`src/rtl/cpu6502_pkg.sv`:
```
// Shared types and constants for the cpu6502 datapath slice.
// Holds the write-sequencer state encoding and the R/W pin levels.
package cpu6502_pkg;

   typedef enum logic [1:0] {
      DOR_IDLE,
      DOR_WRITE,
      DOR_HOLD
   } dor_state_t;

   localparam logic RW_READ  = 1'b1;
   localparam logic RW_WRITE = 1'b0;

endpackage

```
`src/rtl/dor_latch.sv`:
```
// Data output register storage: loads on the falling clock edge.
// This matches the S/AC/X/Y registers, so the bus value settles before the next rising edge.
module dor_latch #(
   parameter int DATA_WIDTH = 8
) (
   input  logic                  i_clk,
   input  logic                  i_reset_n,
   input  logic [DATA_WIDTH-1:0] i_d,
   input  logic                  i_load,
   output logic [DATA_WIDTH-1:0] o_q
);

   always_ff @(negedge i_clk or negedge i_reset_n) begin
      if (!i_reset_n) begin
         o_q <= '0;
      end else if (i_load) begin
         o_q <= i_d;
      end
   end

endmodule

```
`src/rtl/data_output_register.sv`:
```
// Write-side data output register and bus sequencer: holds the byte to write
// and drives R/W plus the external data-bus output enable.
//
//   state     | meaning
//   ----------+----------------------------------------------------------
//   DOR_IDLE  | bus released: rw=read, oe=0, data=0
//   DOR_WRITE | write cycle: rw=write, oe=1, DOR driven
//   DOR_HOLD  | rw back to read, DOR still driven for HOLD_CYCLES clocks
module data_output_register
   import cpu6502_pkg::*;
#(
   parameter int DATA_WIDTH  = 8,
   parameter int HOLD_CYCLES = 1
) (
   input  logic                  i_clk,
   input  logic                  i_reset_n,
   input  logic [DATA_WIDTH-1:0] i_data,
   input  logic                  i_load,
   input  logic                  i_write,
   output logic [DATA_WIDTH-1:0] o_data,
   output logic                  o_data_oe,
   output logic                  o_rw,
   output logic                  o_busy
);

   if (HOLD_CYCLES < 0 || HOLD_CYCLES > 3) begin : g_bad_hold
      $error("data_output_register: HOLD_CYCLES must be in 0..3");
   end

   localparam logic [1:0] HOLD_INIT = (HOLD_CYCLES > 0) ? 2'(HOLD_CYCLES - 1) : 2'd0;
   localparam logic       HAS_HOLD  = (HOLD_CYCLES > 0);

   dor_state_t            state;
   logic [1:0]            hold_cnt;
   logic                  rw_q;
   logic                  oe_q;
   logic [DATA_WIDTH-1:0] dor;

   dor_latch #(
      .DATA_WIDTH(DATA_WIDTH)
   ) u_dor (
      .i_clk    (i_clk),
      .i_reset_n(i_reset_n),
      .i_d      (i_data),
      .i_load   (i_load),
      .o_q      (dor)
   );

   // Outputs are flopped alongside the state so nothing combinational reaches the pins from i_write.
   always_ff @(posedge i_clk or negedge i_reset_n) begin
      if (!i_reset_n) begin
         state    <= DOR_IDLE;
         hold_cnt <= 2'd0;
         rw_q     <= RW_READ;
         oe_q     <= 1'b0;
      end else begin
         case (state)
            DOR_IDLE: begin
               if (i_write) begin
                  state <= DOR_WRITE;
                  rw_q  <= RW_WRITE;
                  oe_q  <= 1'b1;
               end
            end
            DOR_WRITE: begin
               if (!i_write) begin
                  rw_q <= RW_READ;
                  if (HAS_HOLD) begin
                     state    <= DOR_HOLD;
                     hold_cnt <= HOLD_INIT;
                     oe_q     <= 1'b1;
                  end else begin
                     state <= DOR_IDLE;
                     oe_q  <= 1'b0;
                  end
               end
            end
            DOR_HOLD: begin
               // A new write takes priority so back-to-back writes never drop the bus.
               if (i_write) begin
                  state <= DOR_WRITE;
                  rw_q  <= RW_WRITE;
                  oe_q  <= 1'b1;
               end else if (hold_cnt == 2'd0) begin
                  state <= DOR_IDLE;
                  rw_q  <= RW_READ;
                  oe_q  <= 1'b0;
               end else begin
                  hold_cnt <= hold_cnt - 2'd1;
               end
            end
            default: begin
               state    <= DOR_IDLE;
               hold_cnt <= 2'd0;
               rw_q     <= RW_READ;
               oe_q     <= 1'b0;
            end
         endcase
      end
   end

   // DOR passes straight through while enabled so a falling-edge reload shows up within the same write cycle.
   assign o_data    = oe_q ? dor : '0;
   assign o_data_oe = oe_q;
   assign o_rw      = rw_q;
   assign o_busy    = oe_q;

endmodule
```
`config.mk`:
```
export PLATFORM = sky130hd
export DESIGN_NAME = data_output_register
export DESIGN_NICKNAME = d
export VERILOG_FILES = /design/src/rtl/cpu6502_pkg.sv /design/src/rtl/dor_latch.sv /design/src/rtl/data_output_register.sv
export SDC_FILE = /design/constraint.sdc
export NUM_CORES = 1
export LEC_CHECK = 0
export ABC_CLOCK_PERIOD_IN_PS = 2680
export CORE_MARGIN = 10
export CORE_UTILIZATION = 45
export CTS_CLUSTER_SIZE = 12
export DETAILED_ROUTE_END_ITERATION = 12
export MAX_ROUTING_LAYER = met4
export PLACE_DENSITY = 0.84
export SLEW_MARGIN = 10
export SYNTH_ARGS = -nofsm -noshare
export SYNTH_HDL_FRONTEND = slang
export SYNTH_SLANG_ARGS = --single-unit
```
`constraint.sdc`:
```
create_clock -name i_clk -period 2.68 [get_ports i_clk]
set_input_delay 0.804 -clock i_clk [delete_from_list [all_inputs] [get_ports i_clk]]
set_output_delay 0.804 -clock i_clk [all_outputs]
set_load 0.01 [all_outputs]
```
**Word level (Yosys, flattened, before mapping)**

Index checks and enable logic that the tools add are counted.

- Flip-flop bits (word level): 14
- Output and inout bits: 11
- Bits of input ports: 12
- Logic and storage cells: 37

- Reduce and logical (&&, ||, !) cells: 4
- $add $sub $neg: 1
- Muxes and demuxes: 19
- Bitwise operators: 1
- Eq/ne operators: 7

Operators with widths:

| kind | number |
|---|---|
| $mux 2 | 7 |
| $pmux 2 s3 | 2 |
| $mux 8 | 1 |
| $ne 2x2->1 const B | 4 |
| $mux 1 | 7 |
| $pmux 1 s3 | 2 |
| $logic_not 2->1 | 2 |
| $reduce_and 4->1 | 1 |
| $ne 3x3->1 const B | 1 |
| $reduce_and 3->1 | 1 |
| $eq 2x1->1 const B | 1 |
| $eq 2x2->1 const B | 1 |
| $sub 2x1->2 const B | 1 |
| $not 1->1 | 1 |

**Logic depth before layout (Yosys ltp)**

- Depth in word-level cells: 4
- Depth in mapped cells: 5
- Mapped depth without buffers: 5

**Hierarchy**

Synthesis repeated with hierarchy kept, for this count alone.

- Cells, all modules: 53
- Area total of the unflattened synthesis: 689.4 sq um

By module, submodules not included:

| module | cells an instance | seq. area each (sq um) | instances | area each (sq um) |
|---|---|---|---|---|
| data_output_register | 36 | 151.4 | 1 | 357.8 |
| dor_latch | 17 | 200.2 | 1 | 331.6 |

==> flow_summary.json <==
{
  "cts_tree": "done",
  "dp_slack_ps": -615,
  "nets": 108,
  "critPathKind": "reg2out",
  "cp.required_ps": 1880,
  "relSlewSlack_pct": 80.0,
  "synthTopCellsByArea": "dfrtn_1 (31%), dfrtp_1 (19%), mux2_1 (14%), and2_1 (7.7%), dfstp_2 (4.0%)",
  "status": "finished, violations left",
  "cp_num_buf_inv": 1,
  "synth_area_sq_um": 652,
  "violations": "negative setup slack",
  "portBuffers": 22,
  "cts_root_buf": "clkbuf_4",
  "syn-num-nets": 66,
  "wirelength_um": 1900,
  "viasPerCell": 5.41,
  "core_sq_um": 1330,
  "row_count": 13,
  "setup_slack_ps": -446,
  "arrival_ps": 2320,
  "ir_worst_vdd_uv": 349,
  "hold_viol": 0,
  "syn_to_final_growth_pct": 66.2,
  "drive_above_1_share_pct": 43.6,
  "syn_area_per_cell_sq_um": 12.3,
  "vias": 590,
  "p_total_uw": 563,
  "worstSetupStartpointType": "flop",
  "synth_top_area_share_pct": 30.7,
  "dp_hpwl_um": 1290,
  "wl_per_cell_um": 17.4,
  "numCtsBuffers": 3,
  "max-cap-violations": 0,
  "route.detailed.drc": 0,
  "fill_cells": 81,
  "grt_max_degree": 15,
  "dieArea_sq_um": 3370,
  "worstMarginPinSlew_ps": 299,
  "drt_iter0_drc": 9,
  "critPathSlowestCell": "dfrtn_1",
  "grt_use_total_pct": 11.5,
  "ys_ff_latch": 14,
  "antenna_found_initial": 0,
  "hold_path_class": "reg2reg",
  "placed_area_sq_um": 993,
  "clock-sinks": 14,
  "htree_levels": 1,
  "rsz0062_at_grt": "true",
  "grt_pass1_vias": 614,
  "critPathMaxStageDelay_ps": 420,
  "overflow": 0,
  "report.final.slew_viol_count": 0,
  "timing.reg2reg.setup_slack_ps": 1440,
  "syn_inst": 53,
  "yosys.area.top_type": "dfrtn_1",
  "leakage_nw": 0.542,
  "multi_input_area_sq_um": 307,
  "critical_path.cell_chain": "and2_1 > buf_6",
  "register_area_sq_um": 352,
  "ioPinCount": 23,
  "cp_max_fo": 2,
  "stdcell_area_sq_um": 1080,
  "fin_util_pct": 81.2,
  "yosys_warnings": 0,
  "gp_congestion": 0.745,
  "power_density_nw_per_um2": 520,
  "clock_latency_ps": 280,
  "ctsLongestPathBuffers": 2,
  "crit_family": "flip-flops",
  "ys_seq_area_share_pct": 53.9,
  "dr.pass1.iters": 4,
  "final.setup.tns_ps": -3360,
  "setup_viol": 9,
  "die_w_um": 58.1,
  "fp.dieH_um": 58.1,
  "start_util_pct": 48.9,
  "ant_nets": 0,
  "clk_pin_slew_worst_paths_ps": 80,
  "skew_ps": 0.0737,
  "n_antenna_cell": 0,
  "end_kind": "primary output",
  "grt_pass1_wl_um": 2920,
  "yosysUniqueCellTypes": 22
}
state kept, by name (all words and copies together) (netlist names):
register	cells
hold_cnt	2
o_busy	1
o_rw	1
state	2
u_dor.o_q	8
metrics by stage:
| step | instances | hold WS (ps) |
|---|---|---|
| detailed placement | 96 | 458 |
| floorplan | 53 | 434 |
| global route | 109 | 543 |
| global placement | 96 | 454 |
| CTS | 103 | 471 |
| finish | 109 | 507 |
cell usage in the layout, fill, tap and decap left out, drive strengths merged:
master,instances
a21boi,1
a21o,1
a221o,1
and2,8
buf,25
clkbuf,4
clkdlybuf4s15,1
clkdlybuf4s50,9
dfrtn,8
dfrtp,5
dfstp,1
dlygate4sd2,1
dlymetal6s2s,3
ha,1
inv,3
mux2,8
mux2i,1
nand3b,1
nor2,3
nor2b,2
nor3,3
nor4b,1
o21ai,1
o22ai,1
o2bb2ai,1
where the power goes:
part	internal, mW	switching (mW)	total [mW]
Clock	0.0828	0.0709	0.154
Sequential	0.232	0.0164	0.248
Combinational	0.104	0.0575	0.161
Total	0.419	0.145	0.563
final timing paths:
path | cells after the start | endpoint | startpoint
max reg2reg | 4 | o_busy | hold_cnt[0]
max | 2 | o_data[7] | u_dor.o_q[7]
min reg2reg | 1 | hold_cnt[1] | hold_cnt[1]
min in group asynchronous | 2 | hold_cnt[1] | i_reset_n
max in group asynchronous | 2 | u_dor.o_q[5] | i_reset_n
min | 1 | hold_cnt[1] | hold_cnt[1]
final cells by class:
type                            count  share of cell area, %
Clock buffer                        4                   3.35
Inverter                            3                   1.04
Timing Repair Buffer               39                   33.1
Tap cell                           15                   1.73
Multi-Input combinational cell     34                   28.3
Sequential cell                    14                   32.4
logic make-up after synthesis:
family / after synthesis / synth area share, %
muxes: 9 / 15.4
and+or+nand+nor: 18 / 18.2
AOI/OAI and AO/OA: 6 / 6.91
DFF: 14 / 53.9
buffers and inverters: 5 / 3.65
adders and majority gates: 1 / 1.92
routing by layer:
| layer | track usage (%) | share of wire, % | vias up |
|---|---|---|---|
| li1 | - | - | 263 |
| met1 | 11.0 | 36 | 290 |
| met2 | 20.6 | 55 | 26 |
| met3 | 1.96 | 3.7 | 11 |
| met4 | 7.72 | 4.5 | 0 |
| met5 | - | 0 | - |
cells in the mapped netlist:
master     count
nor2b_1        1
o22ai_1        1
mux2i_1        1
buf_2          1
ha_1           1
dfrtn_1        8
and2_1         8
nand3b_1       1
o21ai_0        1
buf_4          1
a21o_1         1
dfrtp_1        5
o2bb2ai_1      1
inv_1          3
dfstp_2        1
mux2_1         8
nor4b_2        1
nor2b_4        1
a221o_1        1
nor3_1         3
nor2_1         3
a21boi_0       1
repair_timing:
action,CTS,global route
endpoints found under the setup margin,16,11
hold buffers,0,0
gates resized for setup,38,4
pin swaps,0,0
setup buffers,3,6
endpoints found under the hold margin,0,0
Power figures use the tool's default switching activity.
